**src/rtl/div_restoring_dkg_pkg.sv**
```systemverilog
// Shared definitions for the restoring divider.
//   state_t      : controller state encoding (IDLE, RUN, FIN)
//   DEF_WIDTH    : default operand width (matches the Vedic MAC operand width)
//   DEF_CNT_W    : step-counter width for the default operand width
//   cnt_width()  : step-counter width for an arbitrary operand width
package div_restoring_dkg_pkg;

   localparam int DEF_WIDTH = 64;
   localparam int DEF_CNT_W = $clog2(DEF_WIDTH);

   typedef enum logic [1:0] {
      IDLE = 2'd0,
      RUN  = 2'd1,
      FIN  = 2'd2
   } state_t;

   // Counter holds WIDTH-1 down to 0; never narrower than one bit.
   function automatic int cnt_width(input int w);
      return (w < 2) ? 1 : $clog2(w);
   endfunction

endpackage

```
**src/rtl/div_restoring_dkg_sub_dkg_nbit.sv**
```systemverilog
// N-bit ripple subtractor built from DKG reversible cells.
// DIFF = A - B, BORROW = 1 when B > A.
// Each cell is a DKG gate with A=0, B=A[i], C=~B[i], D=carry-in; with the
// control input tied low the R output is the full-adder carry and S is the sum.
// The P/Q garbage outputs are pass-throughs and are not materialised.
// Ports:
//   A      in  N  minuend
//   B      in  N  subtrahend
//   DIFF   out N  difference (mod 2^N)
//   BORROW out 1  inverse of the final carry
module sub_dkg_nbit #(
   parameter int N = 8
) (
   input  logic [N-1:0] A,
   input  logic [N-1:0] B,
   output logic [N-1:0] DIFF,
   output logic         BORROW
);

   logic [N:0] carry;

   assign carry[0] = 1'b1;

   for (genvar i = 0; i < N; i++) begin : g_cell
      logic cell_a;
      logic cell_b;
      logic cell_c;
      logic cell_d;

      assign cell_a = 1'b0;
      assign cell_b = A[i];
      assign cell_c = ~B[i];
      assign cell_d = carry[i];

      // DKG R output: (A^B)(C^D) ^ CD
      assign carry[i+1] = ((cell_a ^ cell_b) & (cell_c ^ cell_d)) ^ (cell_c & cell_d);
      // DKG S output: B^C^D
      assign DIFF[i]    = cell_b ^ cell_c ^ cell_d;
   end

   assign BORROW = ~carry[N];

endmodule

```
**src/rtl/div_restoring_dkg.sv**
```systemverilog
// Iterative unsigned restoring divider, one quotient bit per clock.
// Optional feature macro: DIV_ZERO_BYPASS_EN (divide-by-zero short cut + flag).
// Ports:
//   clk          in  1      clock, rising edge
//   reset        in  1      asynchronous active-low reset
//   start        in  1      request, taken in IDLE or FIN
//   dividend     in  WIDTH  sampled on the accepting edge
//   divisor      in  WIDTH  sampled on the accepting edge
//   busy         out 1      high in RUN
//   done         out 1      high for the FIN cycle
//   quotient     out WIDTH  result, held until the next done
//   remainder    out WIDTH  result, held until the next done
//   div_by_zero  out 1      divisor was zero (bypass build only, else 0)
//
// state | meaning
// IDLE  | waiting for start
// RUN   | one trial subtraction per cycle, counter WIDTH-1 down to 0
// FIN   | done pulse; results valid; start here restarts without a gap
module div_restoring_dkg
   import div_restoring_dkg_pkg::*;
#(
   parameter int WIDTH = DEF_WIDTH
) (
   input  logic             clk,
   input  logic             reset,
   input  logic             start,
   input  logic [WIDTH-1:0] dividend,
   input  logic [WIDTH-1:0] divisor,
   output logic             busy,
   output logic             done,
   output logic [WIDTH-1:0] quotient,
   output logic [WIDTH-1:0] remainder,
   output logic             div_by_zero
);

   localparam int               CNT_W    = cnt_width(WIDTH);
   localparam logic [CNT_W-1:0] CNT_LOAD = CNT_W'(WIDTH - 1);

   state_t             state;
   state_t             state_nxt;
   logic [WIDTH-1:0]   q_work;
   logic [WIDTH:0]     r_work;
   logic [WIDTH-1:0]   dvsr;
   logic [CNT_W-1:0]   cnt;

   logic [WIDTH:0]     t_val;
   logic [WIDTH:0]     d_val;
   logic               borrow;
   logic [WIDTH:0]     r_step;
   logic [WIDTH-1:0]   q_step;
   logic               accept;
   logic               last_step;
   logic               zero_byp;
   logic               unused_r_msb;

   assign accept    = start && (state != RUN);
   assign last_step = (state == RUN) && (cnt == '0);

`ifdef DIV_ZERO_BYPASS_EN
   assign zero_byp = accept && (divisor == '0);
`else
   assign zero_byp = 1'b0;
`endif

   assign t_val  = {r_work[WIDTH-1:0], q_work[WIDTH-1]};

   sub_dkg_nbit #(
      .N (WIDTH + 1)
   ) u_sub (
      .A      (t_val),
      .B      ({1'b0, dvsr}),
      .DIFF   (d_val),
      .BORROW (borrow)
   );

   assign r_step = borrow ? t_val : d_val;
   assign q_step = {q_work[WIDTH-2:0], ~borrow};

   // The partial remainder never exceeds the divisor, so its top bit is
   // only kept for the full-width trial subtraction result.
   assign unused_r_msb = r_work[WIDTH];

   always_comb begin
      state_nxt = state;
      case (state)
         IDLE: begin
            if (start) state_nxt = zero_byp ? FIN : RUN;
         end
         RUN: begin
            if (last_step) state_nxt = FIN;
         end
         FIN: begin
            if (start) state_nxt = zero_byp ? FIN : RUN;
            else       state_nxt = IDLE;
         end
         default: state_nxt = IDLE;
      endcase
   end

   assign busy = (state == RUN);
   assign done = (state == FIN);

   always_ff @(posedge clk or negedge reset) begin
      if (!reset) begin
         state     <= IDLE;
         q_work    <= '0;
         r_work    <= '0;
         dvsr      <= '0;
         cnt       <= '0;
         quotient  <= '0;
         remainder <= '0;
      end else begin
         state <= state_nxt;
         if (accept) begin
            q_work <= dividend;
            r_work <= '0;
            dvsr   <= divisor;
            cnt    <= CNT_LOAD;
         end else if (state == RUN) begin
            q_work <= q_step;
            r_work <= r_step;
            cnt    <= cnt - 1'b1;
         end
         // Result registers are loaded on the edge entering FIN so they are
         // valid in the done cycle and untouched during RUN.
         if (last_step) begin
            quotient  <= q_step;
            remainder <= r_step[WIDTH-1:0];
         end else if (zero_byp) begin
            quotient  <= '1;
            remainder <= dividend;
         end
      end
   end

`ifdef DIV_ZERO_BYPASS_EN
   logic dbz_q;

   always_ff @(posedge clk or negedge reset) begin
      if (!reset) begin
         dbz_q <= 1'b0;
      end else if (last_step) begin
         dbz_q <= 1'b0;
      end else if (zero_byp) begin
         dbz_q <= 1'b1;
      end
   end

   assign div_by_zero = dbz_q;
`else
   assign div_by_zero = 1'b0;
`endif

endmodule

```
**config.mk**
```make
export PLATFORM = sky130hd
export DESIGN_NAME = div_restoring_dkg
export DESIGN_NICKNAME = d
export VERILOG_FILES = /design/src/rtl/div_restoring_dkg_pkg.sv /design/src/rtl/div_restoring_dkg_sub_dkg_nbit.sv /design/src/rtl/div_restoring_dkg.sv
export SDC_FILE = /design/constraint.sdc
export NUM_CORES = 1
export LEC_CHECK = 0
export ABC_AREA = 1
export CORE_MARGIN = 4
export CORE_UTILIZATION = 53
export DETAILED_ROUTE_END_ITERATION = 6
export GPL_ROUTABILITY_DRIVEN = 0
export PLACE_DENSITY_LB_ADDON = 0.25
export SYNTH_ARGS = -nofsm -noshare
export SYNTH_HDL_FRONTEND = slang
export SYNTH_SLANG_ARGS = --single-unit
```
**constraint.sdc**
```tcl
create_clock -name clk -period 30.1 [get_ports clk]
set_clock_uncertainty 0.1 [all_clocks]
set_input_delay 4.515 -clock clk [delete_from_list [all_inputs] [get_ports clk]]
set_output_delay 4.515 -clock clk [all_outputs]
set_load 0.03 [all_outputs]
```
==> run summary <==
mapped cell area: 0.01518 mm2
Final Slew Violations: 0
initial antenna violation count: 1
crit-path max cell delay: 0.56 ns
postcts setup bufs: 0
GRT busiest layer: met2
synthesized flop and latch total: 328
layout cells sized above 1: 0.03916
static leakage: 9.742 nW
Cells after Synth: 1796
status: finished clean
met2 Track Usage GR: 0.3886
Die H: 177.2 um
sequential share of power: 0.417
worst setup margin: 3.031 ns
First-pass DRT Iterations: 5
peak supply drop: 0.00004227 V
reg-to-reg setup timing slack: 3.03 ns
# DRC: 0
io pins: 262
Root Driver: clkbuf_16
largest family of logic cells by synthesized area: simple AND/OR/NAND/NOR gates
met1 usage: 0.3281
latest clock arrival within the worst-skew pair: 0.51 ns
Placed Area: 0.01794 mm2
Adder-Cell Fraction of Synth Area: 0.08474
Worst Path Max Fanout: 68
setup TNS: 0 ns
compound-gate portion of the synthesized area: 0.02531
Post-CTS Resized: 0
Avg WL per Cell: 15.15 um
final core occ: 0.6846
Avg Synthesized Cell Area: 8.451 um2
CP Class: register to register
CTS tree: yes
Unique masters post-synth: 22
reg2reg path depth: 72
Min-Delay Path Depth: 2
HP Start: quotient[24]$_DFFE_PN0P_
# clock sinks: 328
# setup viols final: 0
drt total wl: 36700 um
reg2reg start: q_work[63]$_DFFE_PN0P_
sequential element share of the synthesized area: 0.5408
Worst setup EP type: register
Sw Ratio: 0.3227
combinational power share: 0.260
Min-Delay Path Class: register to register
Synth Area in Simple Gates: 0.2886
htree depth: 2
area delta synth->final: 26.34%
pre-CTS WS: 3.135 ns
GRT Resource Usage Total: 0.2391
Hold Buf Count CTS: 0
1st-iter DRT viols: 819
post-layout net count: 2212
HPWL Detailed: 23520 um
synth warn: 0
internal power: 0.9458 mW
max frequency: 36.94 MHz
Net Count, Synth: 1992
vias in the first global route: 12501
startpoint types: register
Bufs on Longest Clock Path: 3
Starting Density: 0.5419
clock group share of total power: 0.323
RSZ-0062 raised after global routing: false
WHS Endpoint: quotient[24]$_DFFE_PN0P_
final hold vios: 0
fin crit share: 0.8993
CP arrival: 27.42 ns
multiplexer area fraction after synthesis: 0
total gr overflow: 0
Final min period: 27.07 ns
FILL cells: 2214
design area: 0.01918 mm2
Vias: 12203
PortBufs: 260
die area: 0.03141 mm2
CP max stage cell: buf_4
wire length of the first global-routing pass: 61630 um
r2r endpoint: r_work[8]$_DFFE_PN0P_
Cell Pwr Density: 72.83 mW/mm2
Psw: 0.4507 mW
CP bufs+invs: 3
cell family with most CP delay: adder cells
maxcap violations: 0
core footprint: 0.02801 mm2
xor/xnor share of the synthesized area: 0
number of buffers created by CTS: 37
relative slew slack: 0.2286
vias per cell: 5.038
GRT met3 Usage: 0.04508
DRT antenna net count: 0
CP most frequent cell: fa_1
Reg clk slew, reported paths: 0.06 ns
largest net degree at the start of global routing: 110
Slew @ Worst Pin: 1.153 ns
Worst Path Required: 30.45 ns
site row count: 61
DIE WIDTH: 177.2 um
==> layout by cell type, fill, tap and decap left out <==
master	instances
nand2_1	980
dfrtp_1	328
clkdlybuf4s50_1	259
inv_1	122
fa_1	63
nor2_1	56
nand3b_1	46
o21ai_0	46
clkbuf_16	39
o21ai_1	24
nand3_1	21
buf_4	11
clkbuf_1	9
clkbuf_8	9
clkinv_2	5
a21oi_1	4
nor2_4	3
inv_2	2
inv_6	2
ha_1	2
bufinv_16	2
diode_2	1
nor3_4	1
nand2_4	1
or2_2	1
o211ai_1	1
o22ai_1	1
nand2_2	1
inv_4	1
conb_1	1
clkinvlp_4	1
buf_8	1
==> power by group through the flow <==
stage | Sequential, mW | Clock [mW] | Combinational, mW
6_report | 0.582 | 0.452 | 0.363
2_1_floorplan | 0.574 | 0 | 0.268
5_1_grt | 0.593 | 0.480 | 0.430
3_5_place_dp | 0.587 | 0 | 0.363
3_3_place_gp | 0.585 | 0 | 0.343
4_1_cts | 0.582 | 0.460 | 0.368
==> final cells by class <==
cell class / instances / area [um2] / area share
diodes: 1 / 2.502 / 0.0001305
clock buffers: 57 / 1134 / 0.05912
repair buffers: 271 / 2690 / 0.1403
clock inverters: 9 / 101.3 / 0.005285
flip-flops and latches: 328 / 8208 / 0.4280
multi-input cells: 1252 / 6087 / 0.3174
inverters: 126 / 480.5 / 0.02506
well taps: 378 / 473.0 / 0.02466
==> stage by stage <==
| step | cells | hold WS (ns) | power, mW |
|---|---|---|---|
| after CTS | 2421 | 0.3721 | 1.410 |
| final | 2422 | 0.3687 | 1.397 |
| after floorplan | 1796 | 0.3396 | 0.8425 |
| after global routing | 2422 | 0.3923 | 1.504 |
| after detailed placement | 2355 | 0.3575 | 0.9502 |
| after global placement | 2355 | 0.3524 | 0.9274 |
==> kinds of logic after synthesis <==
kind of cell,after synthesis
simple gates,1110
flops,328
buf+inv,216
compound gates,76
fa+ha+maj,65
other cells,1
==> flip-flops by register name, indices dropped and copies added (netlist names) <==
name and cells:
dvsr 64, q_work 64, quotient 64, r_work 64, remainder 64, cnt 6
state 2
==> cell usage after synthesis <==
cell | n | area (um2)
inv_2 | 4 | 15.01
buf_6 | 8 | 90.09
o21ai_1 | 24 | 120.1
o211ai_1 | 1 | 7.510
a21oi_1 | 4 | 20.02
nand3_1 | 21 | 105.1
buf_4 | 6 | 45.04
nand3b_1 | 46 | 345.3
o22ai_1 | 1 | 6.260
buf_1 | 9 | 33.78
o21ai_0 | 46 | 230.2
fa_1 | 63 | 1261
dfrtp_1 | 328 | 8208
or2_2 | 1 | 6.260
inv_1 | 122 | 457.9
nor3_4 | 1 | 16.27
conb_1 | 1 | 3.750
clkbuf_1 | 49 | 183.9
ha_1 | 2 | 25.02
nor2_1 | 59 | 221.5
nand2_1 | 982 | 3686
buf_2 | 18 | 90.09
==> layer usage <==
layer	vias up	part of all wire	wire length, um
met5	-	0	0
met4	0	0.031	1141
met3	77	0.065	2374
met2	393	0.47	17300
met1	5885	0.43	15880
li1	5848	-	-
==> how the worst max path moves through the flow <==
stage | from | to | slack, ns | cells past startpoint
after floorplan | q_work[63]$_DFFE_PN0P_ | r_work[63]$_DFFE_PN0P_ | 4.51 | 72
after global placement | q_work[63]$_DFFE_PN0P_ | r_work[0]$_DFFE_PN0P_ | 3.56 | 71
after detailed placement | q_work[63]$_DFFE_PN0P_ | r_work[0]$_DFFE_PN0P_ | 3.13 | 71
after CTS | q_work[63]$_DFFE_PN0P_ | r_work[0]$_DFFE_PN0P_ | 3.02 | 71
after global routing | q_work[63]$_DFFE_PN0P_ | r_work[0]$_DFFE_PN0P_ | 2.21 | 71
final | q_work[63]$_DFFE_PN0P_ | r_work[8]$_DFFE_PN0P_ | 3.03 | 72
==> worst register-to-register path, delay by kind of cell (launching register included) <==
kind,cells,cell delay [ns]
adders and majority gates,64,25.21
buffers and inverters,3,0.69
and+or+nand+nor,5,0.63
DFF,1,0.37
Note: power is estimated with default switching activity, not from simulation.
